==> config.mk <==
export PLATFORM = sky130hd
export DESIGN_NAME = edge_counter
export DESIGN_NICKNAME = d
export VERILOG_FILES = /design/src/rtl/edge_counter.sv
export SDC_FILE = /design/constraint.sdc
export NUM_CORES = 1
export LEC_CHECK = 0
export BUFFER_PORTS_ARGS = -buffer_cell sky130_fd_sc_hd__buf_4
export CORE_MARGIN = 8
export CORE_UTILIZATION = 45
export DETAILED_ROUTE_END_ITERATION = 12
export GPL_TIMING_DRIVEN = 0
export PLACE_DENSITY = 0.66
export SKIP_LAST_GASP = 1
export SLEW_MARGIN = 5
export SYNTH_ARGS = -nofsm -noshare
export SYNTH_HDL_FRONTEND = slang
export SYNTH_SLANG_ARGS = --single-unit
==> constraint.sdc <==
create_clock -name CLK -period 3.2 [get_ports CLK]
set_clock_uncertainty 0.15 [all_clocks]
set_input_delay 0.64 -clock CLK [delete_from_list [all_inputs] [get_ports CLK]]
set_output_delay 0.64 -clock CLK [all_outputs]
set_load 0.02 [all_outputs]
==> src/rtl/edge_counter.sv <==
`default_nettype none
// ============================================================================
// Module   : edge_counter
// Brief    : NBITS-wide load/up/down counter with wrap, saturate and one-shot
//            modes. It updates on a compile-time selected clock edge.
// Revision : 1.0 - initial release
// ============================================================================
module edge_counter #(
    parameter int               NBITS       = 8,
    parameter bit               NEGEDGE     = 1'b1,
    parameter logic [NBITS-1:0] RESET_VALUE = '0
) (
    input  logic             CLK,
    input  logic             RESET_N,
    input  logic             EN,
    input  logic             LOAD,
    input  logic [NBITS-1:0] LOAD_VALUE,
    input  logic             DIR,
    input  logic [1:0]       MODE,
    input  logic [NBITS-1:0] LIMIT,
    output logic [NBITS-1:0] XOUT,
    output logic             TC,
    output logic             DONE
);

    localparam logic [1:0] C_MODE_WRAP    = 2'd0;
    localparam logic [1:0] C_MODE_SAT     = 2'd1;
    localparam logic [1:0] C_MODE_ONESHOT = 2'd2;
    localparam logic [1:0] C_MODE_HOLD    = 2'd3;

    logic [NBITS-1:0] r_count;
    logic             r_tc;
    logic             r_done;

    logic [NBITS-1:0] w_count_nxt;
    logic [NBITS-1:0] w_term;
    logic [NBITS-1:0] w_step;
    logic             w_at_term;
    logic             w_tc_nxt;
    logic             w_done_nxt;

    always_comb begin
        w_term      = DIR ? '0 : LIMIT;
        w_at_term   = DIR ? (r_count == '0) : (r_count >= LIMIT);
        w_step      = DIR ? (r_count - NBITS'(1)) : (r_count + NBITS'(1));
        w_count_nxt = r_count;
        w_done_nxt  = r_done;
        w_tc_nxt    = 1'b0;

        if (LOAD) begin
            w_count_nxt = LOAD_VALUE;
            w_done_nxt  = 1'b0;
        end else if (EN) begin
            case (MODE)
                C_MODE_WRAP: begin
                    if (w_at_term) w_count_nxt = DIR ? LIMIT : '0;
                    else           w_count_nxt = w_step;
                end
                C_MODE_SAT: begin
                    // Up-count clamps to LIMIT even if the count overshot it
                    if (w_at_term) w_count_nxt = DIR ? '0 : LIMIT;
                    else           w_count_nxt = w_step;
                end
                C_MODE_ONESHOT: begin
                    if (!r_done) begin
                        if (w_at_term) begin
                            w_done_nxt = 1'b1;
                        end else begin
                            w_count_nxt = w_step;
                            if (w_step == w_term) w_done_nxt = 1'b1;
                        end
                    end
                end
                default: w_count_nxt = r_count;
            endcase
            // A step that does not move the count never raises TC
            w_tc_nxt = (MODE != C_MODE_HOLD) && (w_count_nxt == w_term)
                       && (w_count_nxt != r_count);
        end
    end

    if (NEGEDGE) begin : g_negedge
        always_ff @(negedge CLK or negedge RESET_N) begin
            if (!RESET_N) begin
                r_count <= RESET_VALUE;
                r_tc    <= 1'b0;
                r_done  <= 1'b0;
            end else begin
                r_count <= w_count_nxt;
                r_tc    <= w_tc_nxt;
                r_done  <= w_done_nxt;
            end
        end
    end else begin : g_posedge
        always_ff @(posedge CLK or negedge RESET_N) begin
            if (!RESET_N) begin
                r_count <= RESET_VALUE;
                r_tc    <= 1'b0;
                r_done  <= 1'b0;
            end else begin
                r_count <= w_count_nxt;
                r_tc    <= w_tc_nxt;
                r_done  <= w_done_nxt;
            end
        end
    end

    assign XOUT = r_count;
    assign TC   = r_tc;
    assign DONE = r_done;

endmodule
`default_nettype wire

==> impl_metrics.py <==
metrics = {
    "outcome": {
        "run_status": "complete, but fails checks",
        "violations": "setup timing",
    },
    "setup_path": {
        "max_stage_delay_ns": 0.36,
        "rr_worst_depth": 14,
        "critPathMaxFanout": 5,
        "crit_buf_inv": 4,
        "startpoint_type": "input port",
        "cp.arrival_ns": 3.01,
        "worstReg2RegStart": "XOUT[0]$_DFFE_NN0P_",
        "worstPathRequired_ns": 1.53,
        "critPathLaunch": "LIMIT[7]",
        "cp_slowest_cell": "a2bb2oi_1",
        "path_class": "input port to flop",
        "cpMostUsedCell": "nand2_1",
        "crit_chain": "buf_8 -> clkinvlp_4 -> ha_4 -> a211oi_4 -> nand2_2 -> o211ai_4 -> buf_6 -> buf_4 -> nand2_1 -> nand2_1 -> a2bb2oi_1 -> o221ai_1 -> o31ai_1 -> nor4_4",
        "cp_num_cells": 14,
        "critPathTopFamily": "compound AO/OA/AOI/OAI gates",
        "worst_setup_path_end_kind": "flop",
    },
    "die": {
        "coreArea_sq_um": 4290,
        "num_rows": 24,
        "die-area_sq_um": 6760,
        "die_w_um": 82.2,
        "initial_core_util_pct": 45.9,
        "chipHeight_um": 82.2,
        "pin_count": 33,
    },
    "global_route": {
        "track_usage_pct": 22.6,
        "grt_max_degree": 11,
        "grt_overflow_total": 0,
        "antenna_found_initial": 0,
        "grt_pass1_wl_mm": 12.0,
        "grt_pass1_vias": 2397,
    },
    "logic_synthesis": {
        "yosys.area.top_type": "dfrtn_1",
        "synth_commonest_cells": "nand2_1 (31), o21ai_0 (24), a21oi_1 (18), nor2_1 (18)",
        "ys.flop_type": "dfrtn_1",
        "synth.area.top_cells": "dfrtn_1 (13%), ha_1 (8.9%), o21ai_0 (6.1%)",
        "synth-seq-cells": 10,
        "synth_edf_count": 0,
        "synth_top_area_share_pct": 12.7,
        "synth_cells": 276,
        "synth.avg_cell_area_sq_um": 7.14,
        "ys_types": 58,
        "synth.most_common_cell": "nand2_1",
        "synthArstFlopShare_pct": 100,
        "seq_area_frac_synth_pct": 12.7,
        "syn-num-nets": 314,
        "syn-cell-area_sq_um": 1970,
        "yosysWarnings": 0,
    },
    "clock_network": {
        "clockBufferDepth": 2,
        "htree_levels": 1,
        "numCtsBuffers": 3,
        "clk_latency_ns": 0.25,
        "cts.clk_slew.worst_paths_ns": 0.04,
        "cts_root_buf": "clkbuf_8",
        "cts_tree": "yes",
        "clock_sinks": 10,
    },
    "routing": {
        "wl_mm": 7.51,
        "ant_nets": 0,
        "drc": 0,
        "wl_per_cell_um": 19.4,
        "avgViaCountPerCell": 6.46,
        "drt_iter0_drc": 308,
        "drt_first_pass_iters": 5,
        "num_vias": 2500,
    },
    "finish": {
        "drive_gt1_share_pct": 39.4,
        "syn2layout_area_growth_pct": 51.9,
        "final_net_count": 374,
        "antenna_cells": 0,
    },
    "timing": {
        "tightest_slew_ns": 0.655,
        "finalSetupViolCount": 16,
        "slew_violations": 0,
        "slew_headroom_pct": 56.3,
        "setup_slack_ns": -1.48,
        "setup_tns_ns": -11.47,
        "rsz0062_at_grt": "true",
        "hold_violations": 0,
    },
    "pwr": {
        "ir_worst_vdd_mv": 0.369,
        "p_leak_uw": 0.00123,
        "power_uw": 1320,
        "power.density_nw_per_um2": 441,
    },
    "placement": {
        "post-dp-hpwl_mm": 5.28,
        "dp_slack_ns": -1.88,
        "gp_congestion": 0.907,
        "numPortBuffers": 30,
    },
    "min_path": {
        "hold_class": "flop to flop",
        "hp-start": "XOUT[2]$_DFFE_NN0P_",
        "min_path_cells": 3,
    },
    "job": {
        "cap_violations": 0,
    },
}
==> per-layer routing <==
metal / share of wire (%) / GRT usage, %
met5: 0 / 0
met4: 3.3 / 9.12
met3: 8.2 / 1.19
met2: 46 / 36.3
met1: 42 / 30.7
==> registers in the layout, indices dropped and copies added (netlist names) <==
register	flops
DONE	1
XOUT	8
TC	1
==> cell type report <==
| cell class | count | area (sq um) |
|---|---|---|
| well taps | 52 | 65.1 |
| flip-flops and latches | 10 | 250 |
| inverters | 15 | 63.8 |
| clock buffers | 4 | 55.1 |
| repair buffers | 55 | 493 |
| multi-input cells | 236 | 1980 |
| fillers | 353 | 1300 |
| plain buffers | 15 | 87.6 |
==> stage by stage <==
stage	instances	hold slack [ns]	util [%]	instance area, sq um
after floorplan	276	0.624	-	2120
after global placement	358	0.558	56.1	2410
after detailed placement	358	0.575	56.1	2410
after CTS	383	0.594	66.1	2840
after global routing	387	0.644	69.8	3000
final	387	0.599	69.8	3000
==> tightest hold or removal path, stage by stage, from the launching register on <==
cell     delay (ns)
dfrtn_1        0.43
buf_4          0.19
mux2i_1        0.09
o21ai_1        0.11
==> timing repair <==
| item | 4_1_cts | 5_1_grt |
|---|---|---|
| pin swaps | 17 | 17 |
| buffers inserted | 20 | 6 |
| hold buffers | 0 | 0 |
| setup endpoints to repair | 18 | 19 |
| resized for setup | 52 | 30 |
| cloned | 1 | 0 |
==> layout by cell type (no fill, tap or decap), drive strengths merged, types with 4 or more instances in the layout <==
master and count:
nand3 10, nor2 19, a31oi 6, o21ai 25, o22ai 6, buf 62
mux2i 10, nand2 31, clkbuf 12, inv 13, dfrtn 10, nor3b 4
a21o 4, xnor2 12, xor2 8, a211oi 9, nor3 10, a21oi 18
ha 14
==> worst paths after layout <==
kind	slack (ns)	endpoint
hold / removal	0.60	XOUT[2]$_DFFE_NN0P_
min in group asynchronous	1.54	XOUT[4]$_DFFE_NN0P_
setup / recovery	-1.48	TC$_DFF_NN0_
hold reg to reg	0.60	XOUT[2]$_DFFE_NN0P_
max in group asynchronous	1.19	XOUT[0]$_DFFE_NN0P_
setup reg to reg	-0.21	TC$_DFF_NN0_
==> kinds of logic after synthesis <==
group / share of synthesized area, %
buffers and inverters: 6.54
xor gates and xnor gates: 8.88
AOI/OAI and AO/OA: 32.9
adders and majority gates: 9.90
DFF: 12.7
muxes: 5.65
and+or+nand+nor: 23.4
==> power breakdown <==
part	internal, uW	switching (uW)
registers	143	18.0
logic	463	543
clock network	108	45.8
total	714	607
(Power assumes the default switching activity.)
